===== src/rtl/soc_run_controller.sv =====
// Reset sequencer and run supervisor: holds, then staggers release of NUM_DOMAINS resets and
// supervises the run until pass/fail/timeout. Optional build macro: RUN_CTRL_HALT_ON_DONE_EN.
module soc_run_controller #(
  parameter int unsigned NUM_DOMAINS    = 4,
  parameter int unsigned HOLD_CYCLES    = 10,
  parameter int unsigned STAGE_GAP      = 2,
  parameter int unsigned TIMEOUT_CYCLES = 1000000,
  parameter int unsigned CNT_W          = 32
) (
  input  logic                   clk,
  input  logic                   rst,
  input  logic                   sw_rst_req,
  input  logic                   pass_i,
  input  logic                   fail_i,
  output logic [NUM_DOMAINS-1:0] domain_rst,
  output logic                   running,
  output logic                   done,
  output logic                   passed,
  output logic                   timed_out,
  output logic [CNT_W-1:0]       cycle_count
);

  // Edge at which the last domain is released and RUN begins.
  localparam int unsigned RunEdge = HOLD_CYCLES + (NUM_DOMAINS - 1) * STAGE_GAP;

  typedef enum logic [1:0] {StHold, StRelease, StRun, StDone} state_e;

  state_e                 state_q, state_d;
  logic [31:0]            seq_q, seq_d;
  logic [NUM_DOMAINS-1:0] domain_rst_q, domain_rst_d;
  logic                   running_q, running_d;
  logic                   done_q, done_d;
  logic                   passed_q, passed_d;
  logic                   timed_out_q, timed_out_d;
  logic [CNT_W-1:0]       cycle_count_q, cycle_count_d;
  logic [31:0]            seq_next;
  logic [CNT_W-1:0]       cnt_next;

  always_comb begin
    state_d       = state_q;
    seq_d         = seq_q;
    domain_rst_d  = domain_rst_q;
    running_d     = running_q;
    done_d        = done_q;
    passed_d      = passed_q;
    timed_out_d   = timed_out_q;
    cycle_count_d = cycle_count_q;
    seq_next      = seq_q + 32'd1;
    cnt_next      = cycle_count_q + CNT_W'(1);

    unique case (state_q)
      StHold, StRelease: begin
        // seq_next is the number of the edge being taken since (re)start.
        seq_d = seq_next;
        for (int unsigned i = 0; i < NUM_DOMAINS; i++) begin
          if (seq_next >= 32'(HOLD_CYCLES) + 32'(i) * 32'(STAGE_GAP)) begin
            domain_rst_d[i] = 1'b0;
          end
        end
        if (seq_next == 32'(RunEdge)) begin
          state_d   = StRun;
          running_d = 1'b1;
        end else if (seq_next == 32'(HOLD_CYCLES)) begin
          state_d = StRelease;
        end
      end
      StRun: begin
        cycle_count_d = cnt_next;
        if (fail_i || pass_i || (cnt_next == CNT_W'(TIMEOUT_CYCLES))) begin
          state_d     = StDone;
          running_d   = 1'b0;
          done_d      = 1'b1;
          passed_d    = pass_i & ~fail_i;
          timed_out_d = ~(pass_i | fail_i);
`ifdef RUN_CTRL_HALT_ON_DONE_EN
          domain_rst_d = '1;
`else
          domain_rst_d = '0;
`endif
        end
      end
      StDone: begin
        state_d = StDone;
      end
      default: begin
        state_d = StHold;
      end
    endcase

    if (sw_rst_req) begin
      state_d       = StHold;
      seq_d         = '0;
      domain_rst_d  = '1;
      running_d     = 1'b0;
      done_d        = 1'b0;
      passed_d      = 1'b0;
      timed_out_d   = 1'b0;
      cycle_count_d = '0;
    end
  end

  always_ff @(posedge clk or negedge rst) begin
    if (!rst) begin
      state_q       <= StHold;
      seq_q         <= '0;
      domain_rst_q  <= '1;
      running_q     <= 1'b0;
      done_q        <= 1'b0;
      passed_q      <= 1'b0;
      timed_out_q   <= 1'b0;
      cycle_count_q <= '0;
    end else begin
      state_q       <= state_d;
      seq_q         <= seq_d;
      domain_rst_q  <= domain_rst_d;
      running_q     <= running_d;
      done_q        <= done_d;
      passed_q      <= passed_d;
      timed_out_q   <= timed_out_d;
      cycle_count_q <= cycle_count_d;
    end
  end

  assign domain_rst  = domain_rst_q;
  assign running     = running_q;
  assign done        = done_q;
  assign passed      = passed_q;
  assign timed_out   = timed_out_q;
  assign cycle_count = cycle_count_q;

endmodule

===== config.mk =====
export PLATFORM = sky130hd
export DESIGN_NAME = soc_run_controller
export DESIGN_NICKNAME = d
export VERILOG_FILES = /design/src/rtl/soc_run_controller.sv
export SDC_FILE = /design/constraint.sdc
export NUM_CORES = 1
export LEC_CHECK = 0
export CAP_MARGIN = 20
export CELL_PAD_IN_SITES_DETAIL_PLACEMENT = 0
export CELL_PAD_IN_SITES_GLOBAL_PLACEMENT = 1
export CORE_UTILIZATION = 44
export CTS_CLUSTER_DIAMETER = 50
export CTS_CLUSTER_SIZE = 16
export DETAILED_ROUTE_END_ITERATION = 10
export PLACE_DENSITY_LB_ADDON = 0.1
export REMOVE_ABC_BUFFERS = 1
export SLEW_MARGIN = 10
export SYNTH_ARGS = -nofsm -noshare
export SYNTH_HDL_FRONTEND = slang
export SYNTH_SLANG_ARGS = --single-unit
export TNS_END_PERCENT = 5

===== constraint.sdc =====
create_clock -name clk -period 3.75 [get_ports clk]
set_input_delay 0.5625 -clock clk [delete_from_list [all_inputs] [get_ports clk]]
set_output_delay 0.5625 -clock clk [all_outputs]
set_load 0.03 [all_outputs]

Word level (Yosys, flattened, before mapping)
Cells that the tools add are included.
{"block": "op_classes", "n_addsub": 2, "magnitude_cmp": 4, "eq_ne": 13, "muxes": 29, "n_bitwise": 4, "reduce_logical": 15}
{"cell": "32-bit two-way mux", "n": 4}
{"cell": "32-bit by 4-bit >= comparator with 1-bit output (second input constant)", "n": 3}
{"cell": "32-bit by 1-bit adder with 32-bit output (second input constant)", "n": 2}
{"cell": "32-bit by 20-bit equality test with 1-bit output (second input constant)", "n": 1}
{"cell": "32-bit by 4-bit equality test with 1-bit output (second input constant)", "n": 1}
{"cell": "32-bit by 5-bit equality test with 1-bit output (second input constant)", "n": 1}
{"cell": "32-bit by 5-bit >= comparator with 1-bit output (second input constant)", "n": 1}
{"cell": "3-bit != test (second input constant)", "n": 6}
{"cell": "1-bit two-way mux", "n": 16}
{"cell": "3-bit AND reduction", "n": 5}
{"cell": "2-bit two-way mux", "n": 4}
{"cell": "4-bit two-way mux", "n": 2}
{"cell": "4-bit case mux with 2 select lines", "n": 1}
{"cell": "2-bit case mux with 3 select lines", "n": 1}
{"cell": "2-bit nonzero test", "n": 3}
{"cell": "2-bit equality test (second input constant)", "n": 2}
{"cell": "4-bit != test (second input constant)", "n": 1}
{"cell": "2-bit AND reduction", "n": 2}
{"cell": "3-bit nonzero test", "n": 1}
{"cell": "2-bit by 1-bit equality test with 1-bit output (second input constant)", "n": 1}
{"cell": "2-bit logical NOT", "n": 1}
{"cell": "1-bit logical OR", "n": 2}
{"cell": "1-bit inverter", "n": 2}
{"cell": "1-bit case mux with 2 select lines", "n": 1}
{"cell": "other kinds (3)", "n": 3}
{"block": "word_totals", "ff_bits": 74, "word_cells": 78}

Depth between registers and ports, before layout
Gate-level depths: netlist of the first run.
{"block": "logic_depth", "depth_word": 6, "mapped_depth": 12, "mapped_depth_nobuf": 9}

Least setup slack after synthesis of the first run
No wires, ideal clock.
{"block": "synth_timing", "kind": "flip-flop to flip-flop", "start": "reg cycle_count_q[21] (netlist: cycle_count[21])", "end": "reg domain_rst_q[2] (netlist: domain_rst[2])", "setup_ns": 0.083, "arrival_time_ns": 2.866, "slack_ns": 0.801, "stages_incl_launch_ff": 11, "path_buffers": 2, "cell_sequence": "dfrtp_1 -> buf_2 -> nand4_1 -> or4_1 -> nor3_1 -> xor2_1 -> a2111oi_2 -> nand4_1 -> and4_4 -> buf_6 -> o32a_1"}
{"block": "synth_via", "elab_chain_cells": 5}
{"element": "start, declared", "line_no": "35", "rtl": "logic [CNT_W-1:0] cycle_count_q, cycle_count_d;"}
{"element": "start signal, assigned", "line_no": "120", "rtl": "cycle_count_q <= cycle_count_d;"}
{"element": "32-bit by 1-bit adder with 32-bit output", "line_no": "49", "rtl": "cnt_next = cycle_count_q + CNT_W'(1);"}
{"element": "32-bit by 20-bit equality test with 1-bit output", "line_no": "69", "rtl": "if (fail_i || pass_i || (cnt_next == CNT_W'(TIMEOUT_CYCLES))) begin"}
{"element": "1-bit logical OR", "line_no": "69"}
{"element": "3-bit != test (no line)"}
{"element": "3-bit AND reduction (no line)"}
{"element": "end signal, assigned", "line_no": "115", "rtl": "domain_rst_q <= domain_rst_d;"}
{"element": "end, declared", "line_no": "30", "rtl": "logic [NUM_DOMAINS-1:0] domain_rst_q, domain_rst_d;"}
No other way between the ends.
A chain may end at the register's enable or synchronous reset.

Final worst setup path of the first run
{"block": "layout_timing", "start": "reg seq_q[0]", "end": "reg domain_rst_q[0] (netlist: domain_rst[0])"}
{"block": "layout_via", "elab_chain_cells": 4}
{"element": "start, declared", "line_no": "29", "rtl": "logic [31:0] seq_q, seq_d;"}
{"element": "start signal, assigned", "line_no": "114", "rtl": "seq_q <= seq_d;"}
{"element": "32-bit by 1-bit adder with 32-bit output", "line_no": "48", "rtl": "seq_next = seq_q + 32'd1;"}
{"element": "32-bit by 4-bit >= comparator with 1-bit output", "line_no": "56", "rtl": "if (seq_next >= 32'(HOLD_CYCLES) + 32'(i) * 32'(STAGE_GAP)) begin"}
{"element": "3-bit != test (no line)"}
{"element": "3-bit AND reduction (no line)"}
No other way between the ends.

==> reports/metrics.yaml, run 1 <==
cells_and_area:
  nets: 628
  antennaDiodeCount: 0
  final_area_sq_um: 5780
  area_growth_syn_to_layout_pct: 14.9
  drive_gt1_share_pct: 7.85
routing:
  highest_layer: "met4"
  drc_errors: 0
  vias: 4485
  wl_per_cell_um: 16.9
  drtIter0Drc: 224
  via_per_inst: 5.87
  route.met3.wl_um: 443
  drtPass1Iterations: 5
  wl_met2_mm: 6.38
  ant_nets: 0
  drt_wl_total_mm: 12.9
  drt-met1-wl_mm: 5.78
power_and_ir_drop:
  vdd_ir_drop_max_mv: 0.406
  powerDensity_nw_per_um2: 313
  pwr-share-clk_pct: 52.2
  p_seq_share_pct: 44.7
  swShare_pct: 21.8
  leakage_nw: 2.19
  p_int_mw: 1.41
  switchingPower_mw: 0.394
  power_mw: 1.81
  combPwrFrac_pct: 3.1
synthesis:
  netlist_instances: 600
  ys_types: 67
  syn_avg_cell_area_sq_um: 8.39
  synth_area_leaders: "dfrtp_1, xor2_1, nor2_1, nand2_1, nand3_1"
  synth_top_area_share_pct: 34.8
  ys_seq_elements: 74
  yosysWarningCount: 0
  ys.flop_type: "dfrtp_1"
  yosys.area.top_type: "dfrtp_1"
  ys_async_sr_fraction_pct: 100
  synth_most_common_cell: "nor2_1"
  seq_area_frac_synth_pct: 36.9
  ys_top_cells_by_count: "nor2_1, dfrtp_1, nand2_1"
  synth_edf_count: 0
  syn_area_sq_um: 5030
timing:
  fin_tns_setup_ns: 0
  period_needed_ns: 3.12
  setup_viol_count_final: 0
  worst_slew_pin_slew_ns: 0.958
  max_freq_ghz: 0.321
  slew_headroom_pct: 36.1
  final.period_utilization_pct: 83.1
  finClkSkew_ns: 0.00763
  hold_viol_final: 0
  finalMaxSlewViolations: 0
  fin_hold_ws_ns: 0.347
  rsz0062_at_grt: "false"
global_routing:
  antenna_found_initial: 0
  grt_max_degree: 75
  grt_pass1_wl_mm: 21.3
  grt_pass1_vias: 4253
  track_usage_pct: 23.2
  grt.overflow.total: 0
hold_path:
  hp-class: "primary input to async pin"
setup_path:
  timing.rr.end: "domain_rst[0]"
  cp.arrival_ns: 3.40
  r2r.worst_path.cells: 9
  r2r_start: "seq_q[0]"
  required_ns: 4.04
  critPathMaxFanout: 8
  ff2ff_setup_slack_ns: 0.63
  cp-end-kind: "flop"
  crit_type: "flop to flop"
  cp-start-kind: "flop"
cts:
  clockRootBuffer: "clkbuf_16"
  postCtsHoldBufs: 0
  clkTransAtPathRegs_ns: 0.06
  postCtsSetupRepairBufs: 0
  cts_resized: 0
  cts_buffers: 9
  clock-sinks: 74
  clockBufferDepth: 2
  clock_latency_ns: 0.35
  cts_tree: "done"
  cts_htree_levels: 3
die:
  start_util_pct: 45.8
  die_h_um: 109
  pin_count: 45
  dieWidth_um: 109
  fp.dieArea_sq_um: 11900
  coreArea_sq_um: 11000
  rows: 38
place:
  place_congestion: 0.850
  placedInstanceArea_sq_um: 5460
  portBuffers: 44
  hpwlAfterDp_mm: 8.90
run:
  max-cap-violations: 0
outcome:
  outcome: "complete, no violations"
[flip-flops by register name, summed over array words and instances (netlist names)]
name and flops:
running 1, done 1, seq_q 32, cycle_count 32, passed 1, state_q 2, domain_rst 4, timed_out 1
[placed cells by master (no fill, tap or decap), types with 10 or more instances in the layout]
cell type	instances
a21oi_1	20
nand4_1	27
or3_1	16
o21ai_0	22
nand2_1	50
xnor2_1	17
nor3_1	20
nor4_1	11
dfrtp_1	70
clkdlybuf4s50_1	42
xor2_1	44
inv_1	10
nor2_1	92
nand3_1	35
[per-stage QoR]
stage	cells	worst slack, ns	util [%]
global route	764	0.359	52.7
global placement	748	0.770	49.7
CTS	764	0.621	52.7
finish	764	0.634	52.7
floorplan	559	0.888	-
detailed placement	748	0.653	49.7
[power by group through the flow]
| stage | Combinational, mW | Sequential [mW] | Clock [mW] |
|---|---|---|---|
| after floorplan | 0.0184 | 0.822 | 0 |
| after global placement | 0.0583 | 0.822 | 0 |
| after detailed placement | 0.0594 | 0.822 | 0 |
| after CTS | 0.0594 | 0.808 | 0.970 |
| after global routing | 0.0659 | 0.808 | 1.00 |
| final | 0.0568 | 0.808 | 0.943 |
[worst max path at each step]
stage	start	end	slack [ns]	cells after the start
2_1_floorplan	cycle_count[20]	domain_rst[3]	0.89	8
3_3_place_gp	seq_q[0]	domain_rst[3]	0.77	9
3_5_place_dp	seq_q[0]	domain_rst[1]	0.65	9
4_1_cts	seq_q[0]	state_q[0]	0.62	9
5_1_grt	seq_q[0]	state_q[0]	0.36	9
6_report	seq_q[0]	domain_rst[0]	0.63	9
[critical path, cell delays in order, from the launching register on]
cell	delay (ns)
dfrtp_1	0.44
ha_1	0.33
nand4_2	0.25
or4_1	0.61
nor3_2	0.20
mux2i_1	0.22
o2111ai_1	0.20
nor3_1	0.42
and2_1	0.21
o32a_1	0.16
[logic make-up (layout without fill, tap and decap cells)]
logic type	after synthesis	count (layout)	share of synthesized area (%)
simple gates	317	317	33.4
compound gates	90	90	12.5
flops	74	74	36.9
xor+xnor	61	61	10.6
buf+inv	51	75	5.02
fa+ha+maj	4	4	0.995
mux	3	3	0.597
[cell type report]
class                   instances  area (sq um)
clock buffers                  11           243
clock inverters                 5          77.6
fillers                      1042          5200
inverters                      10          37.5
multi-input cells             475          2920
flip-flops and latches         74          1860
well taps                     140           175
repair buffers                 49           470
[metal layers]
metal  GRT usage [%]  vias up
met5               0        -
met4            10.8        0
met3            3.89       25
met2            38.9       92
met1            29.1     2170
li1                -     2198
Power figures use the tool's default switching activity.
==> inputs of run 2 (changes only) <==
==> constraint.sdc (replaced) <==
create_clock -name clk -period 3.15 [get_ports clk]
set_input_delay 0.4725 -clock clk [delete_from_list [all_inputs] [get_ports clk]]
set_output_delay 0.4725 -clock clk [all_outputs]
set_load 0.03 [all_outputs]
==> reports/metrics.yaml, run 2 (synthesized netlist as in run 1, its figures left out) <==
outcome:
  outcome: "complete, no violations"
die:
  die_h_um: 109  # unchanged
  fp.dieArea_sq_um: 11900  # unchanged
  coreArea_sq_um: 11000  # unchanged
  pin_count: 45  # unchanged
  start_util_pct: 45.8  # unchanged
  rows: 38  # unchanged
  dieWidth_um: 109  # unchanged
timing:
  setup_viol_count_final: 0  # unchanged
  period_needed_ns: 2.97  # -0.148 ns
  rsz0062_at_grt: "false"
  max_freq_ghz: 0.337  # +5.0%
  slew_headroom_pct: 36.3  # +0.15 points
  fin_hold_ws_ns: 0.269  # -0.0782 ns
  hold_viol_final: 0  # unchanged
  final.period_utilization_pct: 94.2  # +11 points
  setup_ws_ns: 0.182  # -0.452 ns
  finClkSkew_ns: 0.00879  # +0.00115 ns
  finalMaxSlewViolations: 0  # unchanged
  worst_slew_pin_slew_ns: 0.956  # -0.00228 ns
  fin_tns_setup_ns: 0  # unchanged
cells_and_area:
  area_growth_syn_to_layout_pct: 17.4
  layout_commonest_cell: "nor2_1"
  nets: 645  # +2.7%
  layout_common_cells: "nor2_1, dfrtp_1, nand2_1"
  drive_gt1_share_pct: 10.6  # +2.8 points
  n_fill_cell: 1051  # +0.86%
  final_area_sq_um: 5910  # +2.1%
  antennaDiodeCount: 0  # unchanged
global_routing:
  track_usage_pct: 22.8  # -0.46 points
  grt_pass1_vias: 4242  # -0.26%
  grt.overflow.total: 0  # unchanged
  grt_pass1_wl_mm: 21.1  # -1.2%
  antenna_found_initial: 0  # unchanged
  grt_max_degree: 75  # unchanged
setup_path:
  cp-start-kind: "flop"
  required_ns: 3.38  # -0.66 ns
  slowest_delay_ns: 0.59  # -0.02 ns
  path_cells: "ha_2, nand4_2, or4_1, nor3_2, mux2i_1, o2111ai_1, o41ai_2, nand2_1, o32ai_1"
  cp.arrival_ns: 3.20  # -0.20 ns
  crit_type: "flop to flop"
  cp-end-kind: "flop"
  cp_slowest_cell: "or4_1"
  critPathMaxFanout: 8  # unchanged
routing:
  drtPass1Iterations: 5  # unchanged
  vias: 4587  # +2.3%
  drc_errors: 0  # unchanged
  drt_wl_total_mm: 12.8  # -1.0%
  via_per_inst: 5.87  # about the same
  ant_nets: 0  # unchanged
  wl_per_cell_um: 16.3  # -3.2%
  drtIter0Drc: 285  # +27%
run:
  max-cap-violations: 0  # unchanged
cts:
  clockBufferDepth: 2  # unchanged
  cts_htree_levels: 3  # unchanged
  postCtsHoldBufs: 0  # unchanged
  clkTransAtPathRegs_ns: 0.05  # about the same
  clockRootBuffer: "clkbuf_16"
  clock_latency_ns: 0.35  # about the same
  cts_tree: "done"
  cts_buffers: 9  # unchanged
  clock-sinks: 74  # unchanged
place:
  hpwlAfterDp_mm: 8.87  # -0.39%
  placedInstanceArea_sq_um: 5580  # +2.2%
  place_congestion: 0.864  # +1.6%
  portBuffers: 44  # unchanged
  place_ws_ns: 0.0587  # -0.594 ns
power_and_ir_drop:
  leakage_nw: 2.28  # +4.0%
  powerDensity_nw_per_um2: 352  # +13%
  vdd_ir_drop_max_mv: 0.367  # -9.5%
  power_mw: 2.08  # +15%
hold_path:
  hp-class: "primary input to async pin"
## run 2: layer usage
| layer | track usage, % | vias up | wire length (um) |
|---|---|---|---|
| met5 | 0 | - | 0 |
| met4 | 10.4 | 0 | 314 |
| met3 | 3.35 | 23 | 432 |
| met2 | 37.9 | 122 | 6140 |
| met1 | 29.1 | 2201 | 5880 |
| li1 | - | 2241 | - |
## run 2: final timing paths
| path | startpoint | to | slack, ns | cells after the start |
|---|---|---|---|---|
| worst min register to register | passed | passed | 0.51 | 1 |
| max in group asynchronous | rst | seq_q[30] | 2.25 | 1 |
| worst max-delay path | seq_q[0] | state_q[0] | 0.18 | 9 |
| worst max register to register | seq_q[0] | state_q[0] | 0.18 | 9 |
| min in group clk | passed | passed | 0.51 | 1 |
| worst min-delay path | rst | cycle_count[12] | 0.27 | 1 |
## run 2: worst max-delay path, delay by kind of cell (launching register included)
family / cells / cell delay, ns
and+or+nand+nor: 4 / 1.03
muxes: 1 / 0.21
AOI/OAI and AO/OA: 3 / 0.89
DFF: 1 / 0.43
adders and majority gates: 1 / 0.29
## run 2: cell type report
type	instances	area [sq um]	area share [%]
clock buffer	13	260	4.41
clock inverter	3	40.0	0.678
inverter	10	37.5	0.636
multi-input combinational	475	2940	49.7
sequential	74	1860	31.4
tap	140	175	2.97
timing repair buffer	66	598	10.1
## run 2: repair_timing
action	in CTS	in global routing
gates resized for setup	0	3
setup endpoints to repair	0	5
buffers inserted	0	1
## run 2: stage by stage
stage	cells	util [%]
6_report	781	53.8
5_1_grt	781	53.8
4_1_cts	780	53.6
3_5_place_dp	764	50.8
3_3_place_gp	764	50.8
2_1_floorplan	559	-
## run 2: power by group
part	total, mW	internal [mW]	switching (mW)
logic	0.0701	0.0172	0.0529
clock network	1.05	0.654	0.394
registers	0.961	0.955	0.00587
